`src/rtl/alu_issue_stage.sv`:
```
// ID/EX issue stage: decodes an RV32I instruction into ALU control and operands
// and holds them in a single-entry valid/ready pipeline register with stall and flush.
module alu_issue_stage #(
  parameter int D_WIDTH = 32,
  parameter int RADDR_W = 5
) (
  input  logic               clk,
  input  logic               rst_n,
  input  logic               in_valid,
  output logic               in_ready,
  input  logic [31:0]        instr,
  input  logic [D_WIDTH-1:0] pc,
  input  logic [D_WIDTH-1:0] rs1_data,
  input  logic [D_WIDTH-1:0] rs2_data,
  input  logic               flush,
  input  logic               out_ready,
  output logic               ex_valid,
  output logic [2:0]         ex_aluctrl,
  output logic [D_WIDTH-1:0] ex_aluop1,
  output logic [D_WIDTH-1:0] ex_aluop2,
  output logic [D_WIDTH-1:0] ex_store_data,
  output logic [RADDR_W-1:0] ex_rd,
  output logic               ex_regwrite,
  output logic               ex_branch,
  output logic               ex_branch_ne,
  output logic               ex_illegal
);

  localparam logic [2:0] ALU_ADD = 3'b000;
  localparam logic [2:0] ALU_SUB = 3'b001;
  localparam logic [2:0] ALU_AND = 3'b010;
  localparam logic [2:0] ALU_OR  = 3'b011;
  localparam logic [2:0] ALU_SLT = 3'b101;

  localparam logic [6:0] OP_R      = 7'b0110011;
  localparam logic [6:0] OP_I      = 7'b0010011;
  localparam logic [6:0] OP_LOAD   = 7'b0000011;
  localparam logic [6:0] OP_STORE  = 7'b0100011;
  localparam logic [6:0] OP_BRANCH = 7'b1100011;
  localparam logic [6:0] OP_LUI    = 7'b0110111;
  localparam logic [6:0] OP_AUIPC  = 7'b0010111;

  localparam logic [6:0] F7_BASE = 7'b0000000;
  localparam logic [6:0] F7_ALT  = 7'b0100000;

  logic [6:0]         opcode;
  logic [2:0]         funct3;
  logic [6:0]         funct7;
  logic [RADDR_W-1:0] rd_field;

  // Signed views of the immediate fields; the size casts below sign-extend them.
  logic signed [11:0] imm_i12;
  logic signed [11:0] imm_s12;
  logic signed [31:0] imm_u32;
  logic [D_WIDTH-1:0] imm_i;
  logic [D_WIDTH-1:0] imm_s;
  logic [D_WIDTH-1:0] imm_u;

  assign opcode   = instr[6:0];
  assign funct3   = instr[14:12];
  assign funct7   = instr[31:25];
  assign rd_field = instr[7 +: RADDR_W];
  assign imm_i12  = instr[31:20];
  assign imm_s12  = {instr[31:25], instr[11:7]};
  assign imm_u32  = {instr[31:12], 12'b0000_0000_0000};
  assign imm_i    = D_WIDTH'(imm_i12);
  assign imm_s    = D_WIDTH'(imm_s12);
  assign imm_u    = D_WIDTH'(imm_u32);

  logic [2:0]         dec_aluctrl;
  logic [D_WIDTH-1:0] dec_op1;
  logic [D_WIDTH-1:0] dec_op2;
  logic               dec_wb_class;
  logic               dec_regwrite;
  logic               dec_branch;
  logic               dec_branch_ne;
  logic               dec_illegal;

  // Instruction decode: ALU code, operand selection and side-band flags.
  always_comb begin
    dec_aluctrl   = ALU_ADD;
    dec_op1       = '0;
    dec_op2       = '0;
    dec_wb_class  = 1'b0;
    dec_regwrite  = 1'b0;
    dec_branch    = 1'b0;
    dec_branch_ne = 1'b0;
    dec_illegal   = 1'b0;
    case (opcode)
      OP_R: begin
        dec_op1      = rs1_data;
        dec_op2      = rs2_data;
        dec_wb_class = 1'b1;
        case (funct3)
          3'b000: begin
            if (funct7 == F7_BASE) begin
              dec_aluctrl = ALU_ADD;
            end else if (funct7 == F7_ALT) begin
              dec_aluctrl = ALU_SUB;
            end else begin
              dec_illegal = 1'b1;
            end
          end
          3'b111: begin
            if (funct7 == F7_BASE) dec_aluctrl = ALU_AND;
            else                   dec_illegal = 1'b1;
          end
          3'b110: begin
            if (funct7 == F7_BASE) dec_aluctrl = ALU_OR;
            else                   dec_illegal = 1'b1;
          end
          3'b010: begin
            if (funct7 == F7_BASE) dec_aluctrl = ALU_SLT;
            else                   dec_illegal = 1'b1;
          end
          default: dec_illegal = 1'b1;
        endcase
      end
      OP_I: begin
        dec_op1      = rs1_data;
        dec_op2      = imm_i;
        dec_wb_class = 1'b1;
        case (funct3)
          3'b000:  dec_aluctrl = ALU_ADD;
          3'b111:  dec_aluctrl = ALU_AND;
          3'b110:  dec_aluctrl = ALU_OR;
          3'b010:  dec_aluctrl = ALU_SLT;
          default: dec_illegal = 1'b1;
        endcase
      end
      OP_LOAD: begin
        dec_op1      = rs1_data;
        dec_op2      = imm_i;
        dec_wb_class = 1'b1;
        if (funct3 == 3'b010) dec_aluctrl = ALU_ADD;
        else                  dec_illegal = 1'b1;
      end
      OP_STORE: begin
        dec_op1 = rs1_data;
        dec_op2 = imm_s;
        if (funct3 == 3'b010) dec_aluctrl = ALU_ADD;
        else                  dec_illegal = 1'b1;
      end
      OP_BRANCH: begin
        dec_aluctrl = ALU_SUB;
        dec_op1     = rs1_data;
        dec_op2     = rs2_data;
        dec_branch  = 1'b1;
        case (funct3)
          3'b000:  dec_branch_ne = 1'b0;
          3'b001:  dec_branch_ne = 1'b1;
          default: dec_illegal   = 1'b1;
        endcase
      end
      OP_LUI: begin
        dec_op2      = imm_u;
        dec_wb_class = 1'b1;
      end
      OP_AUIPC: begin
        dec_op1      = pc;
        dec_op2      = imm_u;
        dec_wb_class = 1'b1;
      end
      default: dec_illegal = 1'b1;
    endcase
    // An illegal entry is still issued, but as an inert ADD 0,0 with no side effects.
    if (dec_illegal) begin
      dec_aluctrl   = ALU_ADD;
      dec_op1       = '0;
      dec_op2       = '0;
      dec_regwrite  = 1'b0;
      dec_branch    = 1'b0;
      dec_branch_ne = 1'b0;
    end else begin
      dec_regwrite = dec_wb_class & (rd_field != '0);
    end
  end

  logic               ex_valid_q,      ex_valid_d;
  logic [2:0]         ex_aluctrl_q,    ex_aluctrl_d;
  logic [D_WIDTH-1:0] ex_aluop1_q,     ex_aluop1_d;
  logic [D_WIDTH-1:0] ex_aluop2_q,     ex_aluop2_d;
  logic [D_WIDTH-1:0] ex_store_data_q, ex_store_data_d;
  logic [RADDR_W-1:0] ex_rd_q,         ex_rd_d;
  logic               ex_regwrite_q,   ex_regwrite_d;
  logic               ex_branch_q,     ex_branch_d;
  logic               ex_branch_ne_q,  ex_branch_ne_d;
  logic               ex_illegal_q,    ex_illegal_d;

  logic load;
  logic consume;

  assign in_ready = (~ex_valid_q | out_ready) & ~flush;
  assign load     = in_valid & in_ready;
  assign consume  = ex_valid_q & out_ready;

  // Pipeline register next state: flush beats load, load beats consume, else hold.
  always_comb begin
    ex_valid_d      = ex_valid_q;
    ex_aluctrl_d    = ex_aluctrl_q;
    ex_aluop1_d     = ex_aluop1_q;
    ex_aluop2_d     = ex_aluop2_q;
    ex_store_data_d = ex_store_data_q;
    ex_rd_d         = ex_rd_q;
    ex_regwrite_d   = ex_regwrite_q;
    ex_branch_d     = ex_branch_q;
    ex_branch_ne_d  = ex_branch_ne_q;
    ex_illegal_d    = ex_illegal_q;
    if (flush) begin
      ex_valid_d = 1'b0;
    end else if (load) begin
      ex_valid_d      = 1'b1;
      ex_aluctrl_d    = dec_aluctrl;
      ex_aluop1_d     = dec_op1;
      ex_aluop2_d     = dec_op2;
      ex_store_data_d = rs2_data;
      ex_rd_d         = rd_field;
      ex_regwrite_d   = dec_regwrite;
      ex_branch_d     = dec_branch;
      ex_branch_ne_d  = dec_branch_ne;
      ex_illegal_d    = dec_illegal;
    end else if (consume) begin
      ex_valid_d = 1'b0;
    end else begin
      ex_valid_d = ex_valid_q;
    end
  end

  // ID/EX entry storage.
  always_ff @(posedge clk or negedge rst_n) begin
    if (!rst_n) begin
      ex_valid_q      <= 1'b0;
      ex_aluctrl_q    <= 3'b000;
      ex_aluop1_q     <= '0;
      ex_aluop2_q     <= '0;
      ex_store_data_q <= '0;
      ex_rd_q         <= '0;
      ex_regwrite_q   <= 1'b0;
      ex_branch_q     <= 1'b0;
      ex_branch_ne_q  <= 1'b0;
      ex_illegal_q    <= 1'b0;
    end else begin
      ex_valid_q      <= ex_valid_d;
      ex_aluctrl_q    <= ex_aluctrl_d;
      ex_aluop1_q     <= ex_aluop1_d;
      ex_aluop2_q     <= ex_aluop2_d;
      ex_store_data_q <= ex_store_data_d;
      ex_rd_q         <= ex_rd_d;
      ex_regwrite_q   <= ex_regwrite_d;
      ex_branch_q     <= ex_branch_d;
      ex_branch_ne_q  <= ex_branch_ne_d;
      ex_illegal_q    <= ex_illegal_d;
    end
  end

  assign ex_valid      = ex_valid_q;
  assign ex_aluctrl    = ex_aluctrl_q;
  assign ex_aluop1     = ex_aluop1_q;
  assign ex_aluop2     = ex_aluop2_q;
  assign ex_store_data = ex_store_data_q;
  assign ex_rd         = ex_rd_q;
  assign ex_regwrite   = ex_regwrite_q;
  assign ex_branch     = ex_branch_q;
  assign ex_branch_ne  = ex_branch_ne_q;
  assign ex_illegal    = ex_illegal_q;

endmodule

```
`config.mk`:
```
export PLATFORM = sky130hd
export DESIGN_NAME = alu_issue_stage
export DESIGN_NICKNAME = d
export VERILOG_FILES = /design/src/rtl/alu_issue_stage.sv
export SDC_FILE = /design/constraint.sdc
export NUM_CORES = 1
export LEC_CHECK = 0
export BUFFER_PORTS_ARGS = -buffer_cell sky130_fd_sc_hd__buf_2
export CAP_MARGIN = 10
export CORE_MARGIN = 10
export CORE_UTILIZATION = 47
export DETAILED_ROUTE_END_ITERATION = 12
export GPL_ROUTABILITY_DRIVEN = 0
export PLACE_DENSITY_LB_ADDON = 0.3
export SKIP_CTS_REPAIR_TIMING = 1
export SLEW_MARGIN = 20
export SYNTH_ARGS = -nofsm -noshare
export SYNTH_HDL_FRONTEND = slang
export SYNTH_SLANG_ARGS = --single-unit
```
`constraint.sdc`:
```
create_clock -name clk -period 2.1 [get_ports clk]
set_input_delay 0.105 -clock clk [delete_from_list [all_inputs] [get_ports clk]]
set_output_delay 0.105 -clock clk [all_outputs]
set_load 0.005 [all_outputs]
```
# Word-level counts from Yosys, hierarchy flattened
# Index checks and enable logic that the tools add are counted.
# Widths: inputs -> output; s select.
# word_totals
regBits	109
inputBits	133
wordCells	74
# classes
n_eq_ne	12
muxes	31
n_bitwise	7
n_reduce_logical	14
# op_table
cell	n
$pmux 32 s4	1
$mux 32	2
$pmux 32 s2	1
$eq 7x6->1 const B	4
$mux 1	18
$pmux 3 s3	2
$eq 7x5->1 const B	2
$pmux 3 s4	1
$reduce_or 2->1	5
$reduce_or 5->1	2
$eq 7x2->1 const B	1
$eq 7x7->1 const B	1
$logic_not 7->1	1
$eq 3x3->1 const B	2
$mux 3	2
$pmux 1 s5	1
$reduce_bool 5->1	1
$and 1x1->1	4
$mux 2	2
$reduce_or 4->1	1
$eq 3x1->1 const B	1
$eq 3x2->1 const B	1
$logic_not 3->1	1
$reduce_bool 3->1	1
5 further kinds	6

# Logic depth before layout (Yosys ltp)
# Gate-level depths: netlist (run 1).
# logic_depth
depth_word	6
mapped_depth	8
mapped_depth_nobuf	6

# Least setup slack after synthesis (run 1)
# No wires, ideal clock.
# synth_path
path_type	reg2reg
start	reg ex_valid_q, in the netlist ex_valid
end	reg ex_aluctrl_q[0], in the netlist ex_aluctrl[0]
setup_ps	92
arrival_ps	1538
required_time_ps	2008
path_slack_ps	469
stages_incl_launch_ff	9
cell_sequence	dfrtp_1 > nor2b_1 > nor2_1 > nand2_1 > clkbuf_1 > buf_2 > clkbuf_1 > nand2_1 > o31ai_2
# synth_between
elab_chain_len	5
# synth_lines
element	line	rtl
start: declaration	179	logic ex_valid_q, ex_valid_d;
start signal: assignment	243	ex_valid_q <= ex_valid_d;
$not 1->1	193	assign in_ready = (~ex_valid_q | out_ready) & ~flush;
$or 1x1->1	193	
$and 1x1->1	193	
named net in_ready	10	output logic in_ready,
$and 1x1->1	194	assign load = in_valid & in_ready;
$reduce_and 2->1 (no line)	-	
end signal: assignment	244	ex_aluctrl_q <= ex_aluctrl_d;
end: declaration	180	logic [2:0] ex_aluctrl_q, ex_aluctrl_d;
# The timed path passes the listed nets, and every way through them passes these cells.
# A chain may end at the register's enable or synchronous reset.

# Worst setup path after layout (run 1)
# layout_path
start	reg ex_valid_q, in the netlist ex_valid
end	reg ex_aluop2_q[31], in the netlist ex_aluop2[31]
# layout_between
elab_chain_len	5
# layout_lines
element	line	rtl
$not 1->1	193	
$or 1x1->1	193	
$and 1x1->1	193	
$and 1x1->1	194	
$reduce_and 2->1 (no line)	-	
end signal: assignment	246	ex_aluop2_q <= ex_aluop2_d;
end: declaration	182	logic [D_WIDTH-1:0] ex_aluop2_q, ex_aluop2_d;
# Every way passes these cells.

==> impl_results.md, run 1 <==
* WP data required at 2340 ps
* Final sum of negative setup slack at 0 ps
* Detailed Route Iter0 Violations at 438
* Root Buffer: sky130_fd_sc_hd__clkbuf_8
* Hold Violations, Final at 1
* Leak pwr at 3.639 nW
* Period Utilization, post-route at 0.9150
* F_max at 0.5204 GHz
* Count of unique library cells instantiated by Yosys at 41
* Worst Setup End Kind: register
* Core Box Area at 10,840 µm²
* Critical path capture point: ex_aluop2[31]
* R2r worst-path depth at 6
* Post-route DRC violation count at 0
* Post-synth net total at 676
* Commonest register cell after synthesis: sky130_fd_sc_hd__dfrtp_1
* Min Clock Period, post-route at 1921 ps
* Fraction of final layout cells with drive strength greater than 1 at 0.3778
* Largest buffer count on any clock path at 2
* Sinks on the clock net at 109
* Top-level I/O count at 243
* Initial core utilization at 0.4788
* Post-layout nets at 939
* Commonest cells after routing, fill and taps aside: 241 x sky130_fd_sc_hd__buf_2, 188 x sky130_fd_sc_hd__nand2_1, 109 x sky130_fd_sc_hd__dfrtp_1
* Cell chain of the critical path: nor2b_1 -> nor2_1 -> nand2_4 -> a21o_1 -> a221oi_1 -> a21oi_1
* Via count of the first global-routing pass at 5,110
* Die ar. at 15,650 µm²
* Transition time of the tightest slew-check pin at 689.3 ps
* Number of synthesized flops with an enable pin at 0
* End of the worst register-to-register path: ex_aluop2[31]
* Cell Area, Synth at 5190 µm²
* Wire length of the first global-routing pass at 27.20 mm
* Crit path launch type: register
* Total global routing overflow at 0
* Final setup violating endpoints at 0
* Post-DR vias/cell at 5.441
* Reg-to-Reg Start: ex_valid
* Register-to-register setup slack at 180 ps
* Outcome: finished with violations
* Most frequent standard cell in the layout excluding fill and tap cells: sky130_fd_sc_hd__buf_2
* Worst slew margin relative to its limit at 0.5404
* Insertion delay to the later sink of the worst-skew pair at 360 ps
* Share of async-settable or async-resettable flops after synthesis at 1.000
* DP Wirelength at 13.46 mm
* Inserted Clock Buffers at 9
* Final Hold Slack at -15.29 ps
* Violated checks: negative hold slack
* Worst path arrival time at 2160 ps
* Antenna Nets Post-Route at 0
* Synthesized instance count at 543
* Vias after detailed routing at 5,174
* Part of the Yosys area used for sequential elements at 0.5256
* Count of final max-slew check failures at 0
* Area added between synthesis and finish at 36.48%
* CTS tree: built
* Worst Skew at 6.986 ps
* Longest individual stage delay on the worst path at 430 ps
* Total power per unit cell area at 592.9 nW/µm²
* Type of the tightest min-delay check: in2reg
* Setup repair after global routing missed its margin: no
* Crit path max fanout at 20
* Die outline height at 125.1 µm
* Largest net degree at the start of global routing at 65
* FF+latch count, synth at 109
* Startpoint of the most critical setup path: ex_valid
* Detailed Routing Iterations Pass 1 at 5
* Cell with the biggest individual delay on the critical path: sky130_fd_sc_hd__a21o_1
* Post-synthesis average cell area at 9.558 µm²
* Drt wl/cell at 18.85 µm
* Max-capacitance violation count at 0
* Yosys synthesis warning count at 0
* Clock transition at the registers of the reported paths at 90 ps
* Routed WL at 17.93 mm
* Number of input and output port buffers inserted at 242
* Die width at 125.1 µm
* Level count of the clock H-tree at 3
* Site row count at 38
* Overall routing resource usage at 0.2097
* Fill cell instance count of the final layout at 923
* Number of antenna violations at the first check in global routing at 1
* Worst vdd ir at 341.1 µV
* Crit path kind: reg2reg
final cells by class:
| type | instances | area [µm²] | area share |
|---|---|---|---|
| multi-input cells | 389 | 2261 | 0.3192 |
| well taps | 140 | 175.2 | 0.02473 |
| flip-flops and latches | 109 | 2728 | 0.3851 |
| clock buffers | 13 | 138.9 | 0.01961 |
| repair buffers | 296 | 1739 | 0.2455 |
| inverters | 1 | 3.754 | 0.0005299 |
| clock inverters | 2 | 35.03 | 0.004946 |
| diodes | 1 | 2.502 | 0.0003533 |
layer usage:
| metal | up-vias | track usage | share of wire |
|---|---|---|---|
| li1 | 2438 | - | - |
| met1 | 2490 | 0.2503 | 0.40 |
| met2 | 218 | 0.3533 | 0.51 |
| met3 | 28 | 0.07013 | 0.076 |
| met4 | 0 | 0.05894 | 0.015 |
| met5 | - | 0 | 0 |
power by group:
group          switching (mW)  internal [mW]  leakage, nW
clock network           0.667          0.548       0.0875
registers              0.0631           2.21         1.46
logic                   0.398          0.312         2.09
how the worst min path moves through the flow:
stage	endpoint	startpoint	slack, ps	cells past startpoint
final	ex_store_data[4]	rs2_data[4]	-20	3
after global routing	ex_store_data[4]	rs2_data[4]	0.4	3
after CTS	ex_store_data[31]	rst_n	-260	1
after detailed placement	ex_store_data[31]	rst_n	140	1
after floorplan	ex_aluctrl[0]	rst_n	-190	0
after global placement	ex_rd[0]	rst_n	130	1
sequential cells by signal, summed over array words and instances (netlist names):
name           count
ex_aluctrl         3
ex_aluop1         32
ex_aluop2         32
ex_branch          1
ex_branch_ne       1
ex_illegal         1
ex_rd              5
ex_regwrite        1
ex_store_data     32
ex_valid           1
cells in the mapped netlist, drive strengths merged, types with 2 or more instances:
master  count  area [µm²]
o31ai      45       473.0
dfrtp     109        2728
a22oi      39       292.8
nand4       2       12.51
nand2b      3       21.27
a21oi      33       176.4
nor2b      11       68.82
nand2     189       709.4
or4         2       15.01
nor2       16       60.06
nor4        3       25.02
a221oi     20       175.2
buf        18       127.6
nand3       4       25.02
clkbuf     26       98.84
o21ai       8       40.03
cells by family after synthesis:
kind of cell	Yosys count	share of synthesized area
compound gates	152	0.2370
simple gates	237	0.1931
buf+inv	45	0.04435
flops	109	0.5256
critical path, delay by kind of cell, from the launching register on:
| kind | cells | cell delay [ps] |
|---|---|---|
| and+or+nand+nor | 3 | 560 |
| DFF | 1 | 380 |
| AOI/OAI and AO/OA | 3 | 850 |
stage by stage:
step,power (mW),cells,worst slack (ps),util,cell area (µm²)
after floorplan,2.562,543,469.4,-,5190
after global placement,2.938,897,272.9,0.6020,6526
after detailed placement,2.968,897,171.4,0.6020,6526
after CTS,4.173,912,199.9,0.6181,6700
after global routing,4.415,950,52.80,0.6532,7081
final,4.199,951,178.6,0.6534,7083
(Power assumes the default switching activity.)
==> run 2: changes to the inputs <==
--- a/config.mk
+++ b/config.mk
@@ -5,10 +5,11 @@
 export SDC_FILE = /design/constraint.sdc
 export NUM_CORES = 1
 export LEC_CHECK = 0
+export ABC_AREA = 1
 export BUFFER_PORTS_ARGS = -buffer_cell sky130_fd_sc_hd__buf_2
 export CAP_MARGIN = 10
 export CORE_MARGIN = 10
-export CORE_UTILIZATION = 47
+export CORE_UTILIZATION = 48
 export DETAILED_ROUTE_END_ITERATION = 12
 export GPL_ROUTABILITY_DRIVEN = 0
 export PLACE_DENSITY_LB_ADDON = 0.3
==> run 2 against run 1 <==
Effect of this change: the run still ends with negative hold slack left; power is 8.5% higher; die area is 5.1% higher; hold slack worse by 4.9 ps; highest routed layer unchanged; synthesized cell count is 43% higher; combinational power is 5.1% lower; critical path type unchanged; critical path depth is 4 higher; sequential cell count stayed put; cell count is 22% higher; final area is 4.9% higher; critical endpoint is now ex_aluop2[2].
==> impl_results.md, run 2 <==
* Via count of the first global-routing pass at 5,887
* Comb power frac at 0.148
* Biggest area consumer among synthesized cells: sky130_fd_sc_hd__dfrtp_1
* Max-capacitance violation count at 0
* Count of final max-slew check failures at 0
* Inserted Clock Buffers at 9
* Share of async-settable or async-resettable flops after synthesis at 1.000
* DP Wirelength at 14.57 mm
* Synthesized instance count at 776
* Yosys top cell area share at 0.4851
* FF+latch count, synth at 109
* Number of input and output port buffers inserted at 242
* Largest net degree at the start of global routing at 53
* Worst path arrival time at 2120 ps
* F_max at 0.5416 GHz
* Most frequent cell after synthesis: sky130_fd_sc_hd__nand2_1
* Type of the tightest min-delay check: in2reg
* Outcome: finished with violations
* Sinks on the clock net at 109
* Transition time of the tightest slew-check pin at 553.9 ps
* Worst Setup End Kind: register
* Fill cell instance count of the final layout at 1,029
* Site row count at 39
* Worst slew margin relative to its limit at 0.6307
* Most frequent standard cell in the layout excluding fill and tap cells: sky130_fd_sc_hd__nand2_1
* Top-level I/O count at 243
* Count of unique library cells instantiated by Yosys at 21
* Worst vdd ir at 371.0 µV
* Area added between synthesis and finish at 32.18%
* Switching fraction of total power at 0.2664
* Share of total power in the clock network at 0.353
* Detailed Route Iter0 Violations at 446
* Layer with the highest usage: met2
* Period Utilization, post-route at 0.8793
* Switching pwr at 1.213 mW
* Worst Skew at 13.59 ps
* Crit path kind: reg2reg
* Fraction of final layout cells with drive strength greater than 1 at 0.2904
* Diode count at 0
* Number of synthesized flops with an enable pin at 0
* Leak pwr at 4.538 nW
* Detailed Routing Iterations Pass 1 at 6
* Number of antenna violations at the first check in global routing at 0
* Total power per unit cell area at 612.9 nW/µm²
* Setup repair after global routing missed its margin: no
* Final sum of negative setup slack at 0 ps
* Vias after detailed routing at 5,991
* Hold Violations, Final at 11
* Met1 usage at 0.2908
* Part of the Yosys area used for sequential elements at 0.4851
* Die ar. at 16,440 µm²
* Final setup violating endpoints at 0
* Post-synthesis average cell area at 7.246 µm²
* Min Clock Period, post-route at 1846 ps
* Violated checks: negative hold slack
* Core Box Area at 11,470 µm²
* Die width at 128.2 µm
* Post-route DRC violation count at 0
* Post-synth net total at 909
* Crit path max fanout at 38
* Routed WL at 19.37 mm
* Synth cell count leaders: 400 x sky130_fd_sc_hd__nand2_1, 109 x sky130_fd_sc_hd__dfrtp_1, 79 x sky130_fd_sc_hd__nand3_1, 58 x sky130_fd_sc_hd__nand4_1, 27 x sky130_fd_sc_hd__inv_1
* Initial core utilization at 0.4903
* Root Buffer: sky130_fd_sc_hd__clkbuf_16
* Drt wl/cell at 16.71 µm
* Level count of the clock H-tree at 3
* WP data required at 2370 ps
* Antenna Nets Post-Route at 0
* Yosys synthesis warning count at 0
* Die outline height at 128.2 µm
* CTS tree: built
* Global-route met2 utilization at 0.3673
* Post-DR vias/cell at 5.169
* Clock transition at the registers of the reported paths at 80 ps
* Largest buffer count on any clock path at 2
* Commonest cells after routing, fill and taps aside: 398 x sky130_fd_sc_hd__nand2_1, 241 x sky130_fd_sc_hd__buf_2, 109 x sky130_fd_sc_hd__dfrtp_1
* Commonest register cell after synthesis: sky130_fd_sc_hd__dfrtp_1
* Cell Area, Synth at 5623 µm²
* Crit path launch type: register
* Post-layout nets at 1,144
* GR met3 Demand/Resource at 0.06700
* Internal power summed over all cells at 3.342 mW
* Total global routing overflow at 0
* Insertion delay to the later sink of the worst-skew pair at 340 ps
* Part of the total power dissipated in sequential elements at 0.498
* Wire length of the first global-routing pass at 30.45 mm
* Final Hold Slack at -20.16 ps
* Overall routing resource usage at 0.2251
* Synth area leaders: sky130_fd_sc_hd__dfrtp_1 49%, sky130_fd_sc_hd__nand2_1 27%, sky130_fd_sc_hd__nand3_1 7.0%, sky130_fd_sc_hd__nand4_1 6.5%, sky130_fd_sc_hd__inv_1 1.8%
* Total power of the final layout at 4.555 mW
==> run 2: cell count changes after synthesis, moves of 5 or more <==
cell / before / now
sky130_fd_sc_hd__o31ai_2: 27 / 0
sky130_fd_sc_hd__nand2_1: 189 / 400
sky130_fd_sc_hd__nor2b_1: 11 / 0
sky130_fd_sc_hd__o21ai_0: 7 / 12
sky130_fd_sc_hd__inv_1: 1 / 27
sky130_fd_sc_hd__a22oi_1: 39 / 0
sky130_fd_sc_hd__nand3_1: 3 / 79
sky130_fd_sc_hd__o31ai_1: 18 / 0
sky130_fd_sc_hd__nand4_1: 2 / 58
sky130_fd_sc_hd__a221oi_1: 20 / 0
sky130_fd_sc_hd__a21oi_1: 32 / 0
sky130_fd_sc_hd__buf_2: 6 / 18
==> run 2: path summary, 6_finish.rpt <==
| check | from | slack (ps) | to | cells past startpoint |
|---|---|---|---|---|
| min in group asynchronous | rst_n | 280 | ex_store_data[31] | 2 |
| setup / recovery | ex_valid | 250 | ex_aluop2[2] | 10 |
| hold / removal | rs2_data[26] | -20 | ex_store_data[26] | 3 |
| hold reg to reg | ex_aluop2[0] | 470 | ex_aluop2[0] | 2 |
| max in group asynchronous | rst_n | 1120 | ex_aluop1[3] | 3 |
| setup reg to reg | ex_valid | 250 | ex_aluop2[2] | 10 |
==> run 2: cells by family (layout without fill, tap and decap cells) <==
family / Yosys count / in the layout / share of synthesized area
AOI/OAI and AO/OA: 18 / 18 / 0.01758
DFF: 109 / 109 / 0.4851
and+or+nand+nor: 565 / 565 / 0.4279
buffers and inverters: 82 / 322 / 0.06542
muxes: 2 / 2 / 0.004005
==> run 2: area by class of cell <==
class                           instances  area (µm²)  area share
Clock buffer                           12       246.5     0.03316
Clock inverter                          4       32.53    0.004377
Inverter                               29       110.1     0.01481
Multi-Input combinational cell        585        2537      0.3414
Sequential cell                       109        2728      0.3670
Tap cell                              143       178.9     0.02407
Timing Repair Buffer                  277        1599      0.2152
==> run 2: layer usage <==
metal  routed length (µm)  vias to the layer above  share of wire
met3                 1761                       17          0.091
met5                    0                        -              0
met4                  125                        0         0.0065
li1                     -                     2966              -
met2                 9321                      250           0.48
met1                 8161                     2758           0.42
==> run 2: critical path, cell delays in order, from the launching register on <==
cell and delay [ps]:
sky130_fd_sc_hd__dfrtp_1 380, sky130_fd_sc_hd__inv_1 50, sky130_fd_sc_hd__nor2_1 40, sky130_fd_sc_hd__nor2_1 200
sky130_fd_sc_hd__nand2_4 170, sky130_fd_sc_hd__clkinv_2 300, sky130_fd_sc_hd__buf_12 240, sky130_fd_sc_hd__nand3_1 110
sky130_fd_sc_hd__nand2_1 110, sky130_fd_sc_hd__nand3_1 80, sky130_fd_sc_hd__nand2_1 70
==> run 2: power groups by stage <==
| stage | Sequential (mW) | Combinational, mW | Clock [mW] |
|---|---|---|---|
| detailed placement | 2.31 | 0.662 | 0 |
| floorplan | 2.32 | 0.244 | 0 |
| global placement | 2.30 | 0.653 | 0 |
| CTS | 2.27 | 0.662 | 1.64 |
| finish | 2.27 | 0.674 | 1.61 |
| global route | 2.29 | 0.758 | 1.73 |
==> run 2: stage by stage <==
step / hold WS [ps] / area (µm²) / util / setup WS, ps / cells
after global routing: 1.568 / 7432 / 0.6481 / 42.15 / 1159
final: -20.16 / 7432 / 0.6481 / 253.5 / 1159
after global placement: 126.0 / 7013 / 0.6116 / 296.1 / 1129
after floorplan: -190.6 / 5623 / - / 583.1 / 776
after detailed placement: 127.3 / 7013 / 0.6116 / 238.2 / 1129
after CTS: -239.3 / 7292 / 0.6359 / 284.0 / 1145
==> run 3: changes to the inputs <==
--- a/config.mk
+++ b/config.mk
@@ -5,14 +5,13 @@
 export SDC_FILE = /design/constraint.sdc
 export NUM_CORES = 1
 export LEC_CHECK = 0
-export ABC_AREA = 1
-export BUFFER_PORTS_ARGS = -buffer_cell sky130_fd_sc_hd__buf_2
 export CAP_MARGIN = 10
 export CORE_MARGIN = 10
-export CORE_UTILIZATION = 48
+export CORE_UTILIZATION = 51
 export DETAILED_ROUTE_END_ITERATION = 12
+export DONT_BUFFER_PORTS = 1
 export GPL_ROUTABILITY_DRIVEN = 0
-export PLACE_DENSITY_LB_ADDON = 0.3
+export PLACE_DENSITY = 0.66
 export SKIP_CTS_REPAIR_TIMING = 1
 export SLEW_MARGIN = 20
 export SYNTH_ARGS = -nofsm -noshare
==> run 3 against run 2 <==
Effect of this change: the run still ends with negative hold slack left; die area is 11% lower; clock skew is 7.9 ps lower; final area is 15% lower; non-clock buffer count is 184 lower; global-route usage is 1.9 points lower; via count is 26% lower; cell count is 36% lower; power is 9.8% lower; setup slack worse by 190 ps; sequential power is 2% higher; register-to-register slack worse by 80 ps; sequential cell count stayed put; critical endpoint is now ex_aluop1[3].
==> impl_results.md, run 3 (same netlist as run 1, synthesis figures left out) <==
* Outcome: finished with violations
* Violated checks: negative hold slack
* Largest net degree at the start of global routing at 110
* Area after DPL at 5301 µm²
* Overall routing resource usage at 0.2057
* Top-level I/O count at 243
* Routed WL at 17.22 mm
* Drt wl/cell at 23.24 µm
* Worst path arrival time at 2300 ps
* Worst Setup End Kind: register
* Hold Violations, Final at 114
* Area taken by flip-flops and latches at 2728 µm²
* Switching pwr at 1.022 mW
* DP Wirelength at 11.78 mm
* Crit path kind: in2reg
* Die outline height at 120.9 µm
* Via count of the first global-routing pass at 4,070
* Area added between synthesis and finish at 21.38%
* Post-DR vias/cell at 6.007
* Total power per unit cell area at 651.9 nW/µm²
* Setup repair after global routing missed its margin: no
* Worst slew margin relative to its limit at 0.5412
* Root Buffer: sky130_fd_sc_hd__clkbuf_8
* Post-route non-filler standard cell count at 741
* Die ar. at 14,610 µm²
* F_max at 0.4909 GHz
* Core Box Area at 9864 µm²
* Level count of the clock H-tree at 3
* Site row count at 36
* Final Hold Slack at -579.0 ps
* Detailed Route Iter0 Violations at 480
* Period Utilization, post-route at 0.9700
* CTS tree: built
* Post-layout nets at 736
* Fill cell instance count of the final layout at 812
* Diode count at 0
* Number of antenna violations at the first check in global routing at 0
* Cell with the biggest individual delay on the critical path: sky130_fd_sc_hd__dlygate4sd3_1
* Largest buffer count on any clock path at 2
* Type of the tightest min-delay check: in2async
* Count of final max-slew check failures at 0
* Cell chain of the critical path: dlygate4sd3_1 -> nor4b_1 -> o311a_1 -> nand3_2 -> buf_4 -> o31ai_1
* Post-route DRC violation count at 0
* Clock transition at the registers of the reported paths at 100 ps
* Placed insts at 646
* Part of the total power dissipated in sequential elements at 0.564
* Crit path launch type: input pin
* Transition time of the tightest slew-check pin at 688.2 ps
* Max-capacitance violation count at 0
* Detailed Routing Iterations Pass 1 at 5
* Crit path max fanout at 20
* Most frequent standard cell in the layout excluding fill and tap cells: sky130_fd_sc_hd__nand2_1
* Final sum of negative setup slack at 0 ps
* Commonest cells after routing, fill and taps aside: 188 x sky130_fd_sc_hd__nand2_1, 109 x sky130_fd_sc_hd__dfrtp_1, 79 x sky130_fd_sc_hd__dlygate4sd3_1
* WP data required at 2360 ps
* Worst vdd ir at 351.4 µV
* Total global routing overflow at 0
* Longest individual stage delay on the worst path at 620 ps
* Final non-filler cell area at 6300 µm²
* End-of-flow core utilization at 0.6386
* Switching fraction of total power at 0.2489
* Number of input and output port buffers inserted at 0
* Vias after detailed routing at 4,451
* Fraction of final layout cells with drive strength greater than 1 at 0.1053
* Leak pwr at 2.718 nW
* Insertion delay to the later sink of the worst-skew pair at 360 ps
* Share of total power in the clock network at 0.331
* Sinks on the clock net at 109
* Die width at 120.9 µm
* Internal power summed over all cells at 3.084 mW
* Multi-input gate area in the final layout at 2261 µm²
* Inserted Clock Buffers at 9
* Final setup violating endpoints at 0
* Min Clock Period, post-route at 2037 ps
* Wire length of the first global-routing pass at 23.79 mm
* Register-to-register setup slack at 170 ps
* Comb power frac at 0.105
* Antenna Nets Post-Route at 0
* Initial core utilization at 0.5261
* Worst Skew at 5.707 ps
run 3: cell count changes in the layout (fill, tap and decap cells not counted), moves of 25 or more:
cell                            previous run  this run
sky130_fd_sc_hd__o31ai_2                   0        27
sky130_fd_sc_hd__a22oi_1                   0        39
sky130_fd_sc_hd__dlygate4sd3_1            14        79
sky130_fd_sc_hd__buf_2                   241         0
sky130_fd_sc_hd__nand3_1                  79         3
sky130_fd_sc_hd__inv_1                    26         1
sky130_fd_sc_hd__nand2_1                 398       188
sky130_fd_sc_hd__a21oi_1                   0        32
sky130_fd_sc_hd__nand4_1                  58         2
run 3: path summary, 6_finish.rpt:
kind,to,cells past startpoint,from
min,ex_store_data[27],0,rst_n
min reg2reg,ex_store_data[1],2,ex_store_data[1]
max in group asynchronous,ex_aluop2[2],0,rst_n
max reg2reg,ex_aluop2[16],6,ex_valid
max,ex_aluop1[3],6,instr[14]
min in group clk,ex_aluop2[7],2,instr[27]
run 3: critical path: cells and delay by family:
family	cells	cell delay (ps)
buf+inv	2	950
compound gates	2	510
simple gates	2	720
run 3: metrics by stage:
| stage | setup WS (ps) | hold WS [ps] | total power, mW |
|---|---|---|---|
| CTS | 294.9 | -596.9 | 4.009 |
| finish | 62.98 | -579.0 | 4.107 |
| detailed placement | 227.8 | -185.6 | 2.651 |
| global placement | 309.0 | -187.2 | 2.638 |
| floorplan | 469.4 | -190.6 | 2.562 |
| global route | 17.14 | -609.2 | 4.288 |
run 3: power by group through the flow:
stage	clock network, mW	registers (mW)	logic [mW]
2_1_floorplan	0	2.32	0.240
3_3_place_gp	0	2.36	0.280
3_5_place_dp	0	2.36	0.291
4_1_cts	1.40	2.32	0.291
5_1_grt	1.47	2.33	0.485
6_report	1.36	2.32	0.433
run 3: area by class of cell:
cell class,count,area share
sequential,109,0.4330
multi-input combinational,389,0.3589
timing repair buffer,93,0.1482
tap,133,0.02642
clock buffer,12,0.02145
clock inverter,4,0.01152
inverter,1,0.0005958
run 3: metal layers:
metal	vias to the layer above	global-route usage	wire (µm)
met5	-	0	0
met4	0	0.06184	258
met3	23	0.09400	1920
met2	239	0.3395	8701
met1	2157	0.2337	6340
li1	2032	-	-
